--- src/rtl/sd_cmd_seq_if.sv ---
// Command-register and byte-engine signals of the SD command sequencer.
// The slave modport is the sequencer side; the master modport is the CPU plus byte engine side.
interface sd_cmd_seq_if;
  logic        i_cmd_valid;
  logic        o_cmd_ready;
  logic        i_cmd_init;
  logic [5:0]  i_cmd_idx;
  logic [31:0] i_cmd_arg;
  logic [2:0]  i_resp_len;
  logic        o_done;
  logic [7:0]  o_r1;
  logic [31:0] o_resp;
  logic        o_timeout;
  logic        o_cs_n;
  logic        o_byte_stb;
  logic [7:0]  o_byte_tx;
  logic        i_byte_done;
  logic [7:0]  i_byte_rx;

  modport slave (
    input  i_cmd_valid, i_cmd_init, i_cmd_idx, i_cmd_arg, i_resp_len, i_byte_done, i_byte_rx,
    output o_cmd_ready, o_done, o_r1, o_resp, o_timeout, o_cs_n, o_byte_stb, o_byte_tx
  );

  modport master (
    output i_cmd_valid, i_cmd_init, i_cmd_idx, i_cmd_arg, i_resp_len, i_byte_done, i_byte_rx,
    input  o_cmd_ready, o_done, o_r1, o_resp, o_timeout, o_cs_n, o_byte_stb, o_byte_tx
  );
endinterface

--- src/rtl/sd_cmd_seq.sv ---
// SD SPI-mode command sequencer: frames CMD+CRC7, polls R1, gathers up to 4 response bytes, drives CS.
// First stb 1-2 cycles after accept; one byte outstanding at a time, next stb waits for i_byte_done.
module sd_cmd_seq #(
  parameter int NCR_MAX    = 8,
  parameter int INIT_BYTES = 10
) (
  input logic         i_clk,
  input logic         i_rst,
  sd_cmd_seq_if.slave bus
);
  typedef enum logic [2:0] {IDLE, INIT, PRE, SEND, POLL, RESP, TAIL, FIN} state_t;

  state_t      state, state_nxt;
  logic [7:0]  cnt;
  logic        pend, fresh, cs_n_q;
  logic [5:0]  idx_q;
  logic [31:0] arg_q;
  logic [2:0]  rlen_q;
  logic [6:0]  crc_q;
  logic [7:0]  r1_q;
  logic [31:0] resp_q;
  logic        to_q;

  logic        accept, xfer_done, stb, sending;
  logic [7:0]  tx;

  function automatic logic [6:0] crc7_upd(input logic [6:0] c, input logic [7:0] d);
    logic [6:0] r;
    logic       fb;
    r = c;
    for (int i = 7; i >= 0; i--) begin
      fb = r[6] ^ d[i];
      r  = {r[5:0], 1'b0} ^ (fb ? 7'h09 : 7'h00);
    end
    return r;
  endfunction

  always_ff @(posedge i_clk) begin
    if (i_rst) state <= IDLE;
    else       state <= state_nxt;
  end

  always_comb begin
    state_nxt = state;
    accept    = (state == IDLE) && bus.i_cmd_valid;
    xfer_done = pend && bus.i_byte_done;
    sending   = state inside {INIT, PRE, SEND, POLL, RESP, TAIL};
    // A freshly entered state waits one cycle so CS settles before its first byte.
    stb       = sending && !pend && !fresh;
    tx        = 8'hFF;
    if (state == SEND) begin
      case (cnt[2:0])
        3'd0:    tx = {2'b01, idx_q};
        3'd1:    tx = arg_q[31:24];
        3'd2:    tx = arg_q[23:16];
        3'd3:    tx = arg_q[15:8];
        3'd4:    tx = arg_q[7:0];
        3'd5:    tx = {crc_q, 1'b1};
        default: tx = 8'hFF;
      endcase
    end
    case (state)
      IDLE: if (accept) state_nxt = bus.i_cmd_init ? INIT : PRE;
      INIT: if (xfer_done && cnt == 8'(INIT_BYTES - 1)) state_nxt = PRE;
      PRE:  if (xfer_done) state_nxt = SEND;
      SEND: if (xfer_done && cnt == 8'd5) state_nxt = POLL;
      POLL: if (xfer_done) begin
              if (!bus.i_byte_rx[7])                state_nxt = (rlen_q != 3'd0) ? RESP : TAIL;
              else if (cnt == 8'(NCR_MAX - 1))      state_nxt = TAIL;
            end
      RESP: if (xfer_done && cnt == {5'd0, rlen_q - 3'd1}) state_nxt = TAIL;
      TAIL: if (xfer_done) state_nxt = FIN;
      FIN:  state_nxt = IDLE;
      default: state_nxt = IDLE;
    endcase
  end

  always_ff @(posedge i_clk) begin
    if (i_rst) begin
      cnt    <= 8'd0;
      pend   <= 1'b0;
      fresh  <= 1'b0;
      cs_n_q <= 1'b1;
      idx_q  <= 6'd0;
      arg_q  <= 32'd0;
      rlen_q <= 3'd0;
      crc_q  <= 7'd0;
      r1_q   <= 8'hFF;
      resp_q <= 32'd0;
      to_q   <= 1'b0;
    end else begin
      // State changes only happen with no byte outstanding, so CS never moves mid-transfer.
      cs_n_q <= !(state_nxt inside {PRE, SEND, POLL, RESP});
      fresh  <= (state_nxt != state);
      if (stb)            pend <= 1'b1;
      else if (xfer_done) pend <= 1'b0;
      if (state_nxt != state) cnt <= 8'd0;
      else if (xfer_done)     cnt <= cnt + 8'd1;
      if (stb && state == SEND && cnt < 8'd5) crc_q <= crc7_upd(crc_q, tx);
      if (accept) begin
        idx_q  <= bus.i_cmd_idx;
        arg_q  <= bus.i_cmd_arg;
        rlen_q <= (bus.i_resp_len > 3'd4) ? 3'd4 : bus.i_resp_len;
        crc_q  <= 7'd0;
        resp_q <= 32'd0;
        to_q   <= 1'b0;
      end
      if (xfer_done && state == POLL) begin
        if (!bus.i_byte_rx[7]) r1_q <= bus.i_byte_rx;
        else if (cnt == 8'(NCR_MAX - 1)) begin
          r1_q <= 8'hFF;
          to_q <= 1'b1;
        end
      end
      if (xfer_done && state == RESP) begin
        case (cnt[1:0])
          2'd0: resp_q[31:24] <= bus.i_byte_rx;
          2'd1: resp_q[23:16] <= bus.i_byte_rx;
          2'd2: resp_q[15:8]  <= bus.i_byte_rx;
          2'd3: resp_q[7:0]   <= bus.i_byte_rx;
        endcase
      end
    end
  end

  assign bus.o_cmd_ready = (state == IDLE);
  assign bus.o_done      = (state == FIN);
  assign bus.o_r1        = r1_q;
  assign bus.o_resp      = resp_q;
  assign bus.o_timeout   = to_q;
  assign bus.o_cs_n      = cs_n_q;
  assign bus.o_byte_stb  = stb;
  assign bus.o_byte_tx   = tx;
endmodule

--- src/flat_wrapper.sv ---
// flat-port wrapper written by rule: the top's interface ports become plain ports
module sd_cmd_seq_flat 
#(
  parameter int NCR_MAX    = 8,
  parameter int INIT_BYTES = 10
)
  (i_clk, i_rst, bus_i_cmd_valid, bus_i_cmd_init, bus_i_cmd_idx, bus_i_cmd_arg, bus_i_resp_len, bus_i_byte_done, bus_i_byte_rx, bus_o_cmd_ready, bus_o_done, bus_o_r1, bus_o_resp, bus_o_timeout, bus_o_cs_n, bus_o_byte_stb, bus_o_byte_tx);
  sd_cmd_seq_if bus_i ();
  input logic i_clk;
  input logic i_rst;
  input wire logic [$bits(bus_i.i_cmd_valid)-1:0] bus_i_cmd_valid;
  input wire logic [$bits(bus_i.i_cmd_init)-1:0] bus_i_cmd_init;
  input wire logic [$bits(bus_i.i_cmd_idx)-1:0] bus_i_cmd_idx;
  input wire logic [$bits(bus_i.i_cmd_arg)-1:0] bus_i_cmd_arg;
  input wire logic [$bits(bus_i.i_resp_len)-1:0] bus_i_resp_len;
  input wire logic [$bits(bus_i.i_byte_done)-1:0] bus_i_byte_done;
  input wire logic [$bits(bus_i.i_byte_rx)-1:0] bus_i_byte_rx;
  output wire logic [$bits(bus_i.o_cmd_ready)-1:0] bus_o_cmd_ready;
  output wire logic [$bits(bus_i.o_done)-1:0] bus_o_done;
  output wire logic [$bits(bus_i.o_r1)-1:0] bus_o_r1;
  output wire logic [$bits(bus_i.o_resp)-1:0] bus_o_resp;
  output wire logic [$bits(bus_i.o_timeout)-1:0] bus_o_timeout;
  output wire logic [$bits(bus_i.o_cs_n)-1:0] bus_o_cs_n;
  output wire logic [$bits(bus_i.o_byte_stb)-1:0] bus_o_byte_stb;
  output wire logic [$bits(bus_i.o_byte_tx)-1:0] bus_o_byte_tx;
  assign bus_i.i_cmd_valid = bus_i_cmd_valid;
  assign bus_i.i_cmd_init = bus_i_cmd_init;
  assign bus_i.i_cmd_idx = bus_i_cmd_idx;
  assign bus_i.i_cmd_arg = bus_i_cmd_arg;
  assign bus_i.i_resp_len = bus_i_resp_len;
  assign bus_i.i_byte_done = bus_i_byte_done;
  assign bus_i.i_byte_rx = bus_i_byte_rx;
  assign bus_o_cmd_ready = bus_i.o_cmd_ready;
  assign bus_o_done = bus_i.o_done;
  assign bus_o_r1 = bus_i.o_r1;
  assign bus_o_resp = bus_i.o_resp;
  assign bus_o_timeout = bus_i.o_timeout;
  assign bus_o_cs_n = bus_i.o_cs_n;
  assign bus_o_byte_stb = bus_i.o_byte_stb;
  assign bus_o_byte_tx = bus_i.o_byte_tx;
  sd_cmd_seq #(.NCR_MAX(NCR_MAX), .INIT_BYTES(INIT_BYTES)) u_core (.i_clk(i_clk), .i_rst(i_rst), .bus(bus_i));
endmodule
--- config.mk ---
export PLATFORM = sky130hd
export DESIGN_NAME = sd_cmd_seq_flat
export DESIGN_NICKNAME = d
export VERILOG_FILES = /design/src/rtl/sd_cmd_seq_if.sv /design/src/rtl/sd_cmd_seq.sv /design/src/flat_wrapper.sv
export SDC_FILE = /design/constraint.sdc
export NUM_CORES = 1
export LEC_CHECK = 0
export CAP_MARGIN = 20
export CORE_AREA = 2 2 97 99
export DETAILED_ROUTE_END_ITERATION = 7
export DIE_AREA = 0 0 99 101
export HOLD_SLACK_MARGIN = 0.05
export PLACE_DENSITY = 0.83
export SLEW_MARGIN = 10
export SYNTH_ARGS = -nofsm -noshare
export SYNTH_HDL_FRONTEND = slang
export SYNTH_SLANG_ARGS = --single-unit
--- constraint.sdc ---
create_clock -name i_clk -period 5.2 [get_ports i_clk]
set_clock_uncertainty 0.1 [all_clocks]
set_input_delay 1.04 -clock i_clk [delete_from_list [all_inputs] [get_ports i_clk]]
set_output_delay 1.04 -clock i_clk [all_outputs]
set_load 0.01 [all_outputs]
==> results.tsv, run 1 <==
metric	value	unit
status	complete, no violations	
crit_chain	buf_4, inv_1, ha_1, o41ai_2, nor3_1, inv_1, clkdlybuf4s50_1	
antenna_found_initial	0	
clk_path_buf_depth	2	
portBuffers	106	
drive_gt1_frac	0.0514	
detailed_place_hpwl	9240	um
max-vdd-ir-drop	117	uV
avgSynthCellArea	8.14	um^2
clk_latency	0.38	ns
cts_tree	yes	
dieArea	0.0100	mm^2
path_clk_slew	0.10	ns
first_pass_iters	4	
grt_pass1_vias	4210	
critPathTopFamily	buffers and inverters	
rows	35	
period_share	0.792	
numCtsBuffers	9	
grt_overflow_total	0	
wl_per_cell	16.7	um
p_leak	2.00	nW
htreeDepth	3	
fillers	746	
coreArea	0.00898	mm^2
ctsHoldBuffers	0	
vias	4410	
arrival	2.98	ns
avgViaCountPerCell	5.71	
netlist_top_cells_area	dfxtp_1 (44%), nand2_1 (11%), a21oi_1 (9.2%)	
synth_area_leader_cell	dfxtp_1	
critPathBufInv	4	
syn_area	0.00467	mm^2
yosys-top-cells-count	nand2_1 (133), dfxtp_1 (103), a21oi_1 (86)	
slowest_stage	o41ai_2	
multiInputGateArea	0.00241	mm^2
slew_viol_final	0	
initial_core_util	0.521	
num_antenna_cells	0	
die_h	101	um
grt_max_degree	77	
path_common_cell	inv_1	
cp_slowest_stage_delay	0.60	ns
area_growth	27.3	%
dp_slack	1.51	ns
grt_pass1_wl	20700	um
cts-root-buf	clkbuf_8	
postCtsSetupBuffers	0	
ys.warnings.count	0	
worstMarginPinSlew	0.792	ns
crit_required	4.06	ns
synth_nets	635	
worst_setup_path_end_kind	primary output	
grt_use_total	0.258	
criticalPathCategory	reg -> out	
synth-seq-area-share	0.441	
syn_inst	574	
cts_resized	0	
gp_congestion	0.913	
cap_violations	0	
nNetsFinal	717	
yosysMostFrequentCell	nand2_1	
synth_ff_type	dfxtp_1	
power_density	261	mW/mm^2
num_io_pins	107	
maxSlewHeadroom	0.468	
rsz0062_at_grt	no	
seq_area	0.00206	mm^2
setup_viol	0	
synth_top_cell_area_share	0.441	
clock.fmax	243	MHz
ys_seq_elements	103	
synth-edff-count	0	
period_needed	4.12	ns
drt-total-wl	12900	um
hp-class	reg -> reg	
die_x	99	um
critPathLaunchType	flop	
clkSinkCount	103	
tns	0	ns
finalHoldViolCount	0	
synthDistinctLibCells	50	
ys_async_sr_fraction	0	
drtIter0Drc	244	
critPathMaxFanout	28	
drtAntennaViolNets	0	
worst_slack	1.08	ns
drc	0	
-- where the power goes --
group,internal (W),switching (W)
Clock,0.000185,0.000307
Sequential,0.000818,0.0000219
Combinational,0.0000958,0.000125
-- routing by layer --
metal | global-route usage | vias up | wire length [um]
met2 | 0.435 | 200 | 6260
met1 | 0.338 | 2055 | 5490
met4 | 0.0980 | 0 | 319
li1 | - | 2130 | -
met3 | 0.0347 | 25 | 839
met5 | 0 | - | 0
-- worst reg2reg max path, cell delays in order, from the launching register on --
cell and delay, ns:
dfxtp_1 0.46, ha_1 0.70, nand2_1 0.27, o31ai_4 0.32
a21bo_1 0.26, a2111oi_4 0.41, o221ai_4 0.23, a2111oi_4 0.35
-- layout by cell type, fill, tap and decap left out, types with 2 or more instances in the layout --
master and n:
xnor2_1 16, buf_4 4, a22o_1 2, nor2b_1 4, nand3_1 35, o22ai_1 8
nand2_1 132, o21ai_0 9, nand2b_1 11, mux2_2 2, nor3_1 16, clkinv_4 2
a21boi_0 2, and2_1 5, and3_1 2, inv_1 12, ha_1 7, a21oi_1 86
nor4_1 2, a22oi_1 8, mux2i_1 10, nand4_1 3, xor2_1 7, a2111oi_4 2
dfxtp_1 103, a32oi_1 4, or3_1 6, nand3b_1 5, clkdlybuf4s50_1 105, nor2_1 13
clkinv_8 2, clkbuf_8 9
-- path summary, 6_finish.rpt --
kind | slack [ns] | startpoint | end | cells past startpoint
setup reg to reg | 2.03 | u_core.cnt[0] | u_core.cnt[2] | 7
hold reg to reg | 0.37 | u_core.arg_q[25] | u_core.arg_q[25] | 2
setup / recovery | 1.08 | u_core.cnt[2] | bus_o_byte_tx[3] | 7
hold / removal | 0.37 | u_core.arg_q[25] | u_core.arg_q[25] | 2
-- sequential cells by signal, summed over array words and instances, names as in the netlist --
register / cells
u_core.cnt: 8
u_core.crc_q: 7
u_core.bus.o_r1: 8
u_core.arg_q: 32
u_core.state: 3
u_core.pend: 1
u_core.bus.o_timeout: 1
u_core.bus.o_cs_n: 1
u_core.idx_q: 6
u_core.rlen_q: 3
u_core.bus.o_resp: 32
u_core.fresh: 1
-- stage by stage --
step                instances  instance area, um^2   util  power (W)  hold WS, ns
floorplan                 574                 4670      -   0.000985        0.332
CTS                       772                 5950  0.663    0.00155        0.364
global route              772                 5950  0.663    0.00161        0.382
global placement          755                 5750  0.640    0.00107        0.347
detailed placement        756                 5760  0.641    0.00108        0.350
finish                    772                 5950  0.663    0.00155        0.365
-- layout make-up --
cell class                 count  share of cell area
inverter                      12             0.00757
clock buffer                   9              0.0208
multi-input combinational    419               0.406
clock inverter                 7              0.0120
tap                          111              0.0233
sequential                   103               0.346
timing repair buffer         111               0.184
-- cells by family (layout without fill, tap and decap cells) --
logic type | after synthesis | count (layout) | synth area share
AO/OA/AOI/OAI | 132 | 132 | 0.180
XOR/XNOR | 24 | 24 | 0.0479
adder cells (fa/ha/maj) | 7 | 7 | 0.0187
buffers and inverters | 52 | 139 | 0.0428
flip-flops | 103 | 103 | 0.441
multiplexers | 12 | 12 | 0.0262
AND/OR/NAND/NOR | 244 | 244 | 0.243
No activity file was read; power rests on OpenSTA's default activity.
==> inputs of run 2 (changes only) <==
CORE_AREA = 2 2 105 107   (was 2 2 97 99)
DIE_AREA = 0 0 107 109   (was 0 0 99 101)
PLACE_DENSITY = 0.75   (was 0.83)
clock period = 3.4 ns   (was 5.2 ns; I/O delays follow)
==> run 2 against run 1 <==
Effect of this change:
- largest power group unchanged
- power increased by 53%
- critical endpoint is now bus_o_byte_tx[1]
- critical path depth decreased by 2
- design area up 2.3%
- register-to-register slack worse by 1.3 ns
- combinational power increased by 57%
==> results.tsv, run 2 (synthesized netlist as in run 1, its figures left out) <==
metric	value	unit	change
status	complete, no violations		unchanged
rows	38		was 35
numCtsBuffers	9		unchanged
maxSlewHeadroom	0.521		was 0.468
multiInputGateArea	0.00247	mm^2	was 0.00241 mm^2
p_leak	2.03	nW	was 2.00 nW
arrival	2.49	ns	was 2.98 ns
num_io_pins	107		unchanged
r2r-start	u_core.cnt[1]		was u_core.cnt[0]
worstMarginPinSlew	0.715	ns	was 0.792 ns
dieArea	0.0117	mm^2	was 0.0100 mm^2
grt_use_total	0.219		was 0.258
max-vdd-ir-drop	247	uV	was 117 uV
drtAntennaViolNets	0		unchanged
crit_required	2.62	ns	was 4.06 ns
critPathLaunchType	flop		unchanged
period_share	0.962		
power_density	389	mW/mm^2	was 261 mW/mm^2
ctsHoldBuffers	0		unchanged
initial_core_util	0.441		was 0.521
clk_latency	0.36	ns	was 0.38 ns
htreeDepth	3		unchanged
reg2reg_to	u_core.cnt[2]		unchanged
fin_area	0.00609	mm^2	was 0.00595 mm^2
detailed_place_hpwl	9290	um	was 9240 um
grt_pass1_vias	4108		was 4210
hold_start	u_core.arg_q[4]		was u_core.arg_q[25]
criticalPathCategory	reg -> out		unchanged
drt-total-wl	12700	um	was 12900 um
cts_tree	yes		unchanged
hp-class	reg -> reg		unchanged
fillers	954		was 746
critPathMaxFanout	10		was 28
cts-root-buf	clkbuf_8		unchanged
tns	0	ns	unchanged
reg2reg_depth	8		was 7
num_antenna_cells	0		unchanged
path_clk_slew	0.10	ns	about the same
coreArea	0.0106	mm^2	was 0.00898 mm^2
worst_setup_path_end_kind	primary output		unchanged
antenna_found_initial	0		unchanged
dpl-instance-area	0.00583	mm^2	was 0.00576 mm^2
die_h	109	um	was 101 um
vias	4371		was 4410
portBuffers	106		unchanged
avgViaCountPerCell	5.44		was 5.71
gp_congestion	0.849		was 0.913
clkSinkCount	103		unchanged
setup_viol	0		unchanged
grt_overflow_total	0		unchanged
drtIter0Drc	245		was 244
grt_max_degree	79		was 77
clock.fmax	306	MHz	
clk_path_buf_depth	2		unchanged
area_growth	30.3	%	was 27.3%
seq_area	0.00206	mm^2	about the same
nNetsFinal	720		was 717
drive_gt1_frac	0.0693		was 0.0514
finalHoldViolCount	0		unchanged
rrSetupSlack	0.72	ns	was 2.03 ns
rsz0062_at_grt	no		unchanged
first_pass_iters	5		was 4
holdWs	0.360	ns	was 0.365 ns
die_x	107	um	was 99 um
hold_path_depth	2		unchanged
period_needed	3.27	ns	
grt_pass1_wl	20200	um	was 20700 um
final_cell_mix	nand2_1 (132), clkdlybuf4s50_1 (104), dfxtp_1 (101), a21oi_1 (86), nand3_1 (35)		was nand2_1 (132), clkdlybuf4s50_1 (105), dfxtp_1 (103), a21oi_1 (86), nand3_1 (35)
slew_viol_final	0		unchanged
layout_commonest_cell	nand2_1		unchanged
wl_per_cell	15.8	um	was 16.7 um
holdPathEnd	u_core.arg_q[4]		was u_core.arg_q[25]
cap_violations	0		unchanged
drc	0		unchanged
==> run 2: critical path: stages, from the launching register on <==
cell             delay (ns)
dfxtp_1                0.59
and3b_2                0.37
o41ai_4                0.10
buf_4                  0.17
or3_1                  0.40
clkdlybuf4s50_1        0.49
==> run 2: worst max-delay path by stage <==
stage                         start  slack, ns               end  depth (start not counted)
global route          u_core.cnt[1]       0.02  bus_o_byte_tx[5]                          8
CTS                   u_core.cnt[0]       0.01  bus_o_byte_tx[2]                          6
global placement      u_core.cnt[0]       0.26  bus_o_byte_tx[3]                          6
detailed placement    u_core.cnt[0]       0.19  bus_o_byte_tx[3]                          6
finish              u_core.state[1]       0.13  bus_o_byte_tx[1]                          5
floorplan             u_core.cnt[0]       0.74   u_core.crc_q[3]                          9
==> run 2: where the power goes <==
part | switching (W) | internal, W | total [W]
sequential | 0.0000336 | 0.00125 | 0.00128
combinational | 0.000192 | 0.000154 | 0.000346
clock | 0.000457 | 0.000283 | 0.000739
total | 0.000682 | 0.00169 | 0.00237
==> run 2: cell type report <==
cell class,instances,share of cell area
Clock inverter,7,0.0117
Clock buffer,9,0.0203
Tap cell,140,0.0288
Timing Repair Buffer,114,0.188
Inverter,12,0.00740
Multi-Input combinational cell,419,0.405
Sequential cell,103,0.339
==> run 2: metal layers <==
metal / vias up / GRT usage / part of all wire / wire length, um
met5: - / 0 / 0 / 0
met4: 0 / 0.0631 / 0.018 / 231
met3: 20 / 0.0496 / 0.076 / 973
met2: 177 / 0.374 / 0.48 / 6070
met1: 2035 / 0.278 / 0.43 / 5460
li1: 2139 / - / - / -
==> run 2: stage by stage <==
step	power, W	std cells	setup slack [ns]	utilization
after CTS	0.00238	804	0.0118	0.573
after global placement	0.00165	787	0.257	0.550
after floorplan	0.00151	574	0.737	-
final	0.00237	804	0.128	0.574
after global routing	0.00248	804	0.0230	0.574
after detailed placement	0.00165	787	0.186	0.550
==> run 2: what timing repair did <==
action / CTS / global route
gates resized for setup: 8 / 6
endpoints found under the hold margin: 0 / 0
pin swaps: 1 / 0
endpoints found under the setup margin: 6 / 7
buffers inserted: 1 / 0
==> inputs of run 3 (changes only) <==
CAP_MARGIN = 10   (was 20)
==> results of run 3 <==
The final DEF is identical to that of run 2; final timing and power are the same.
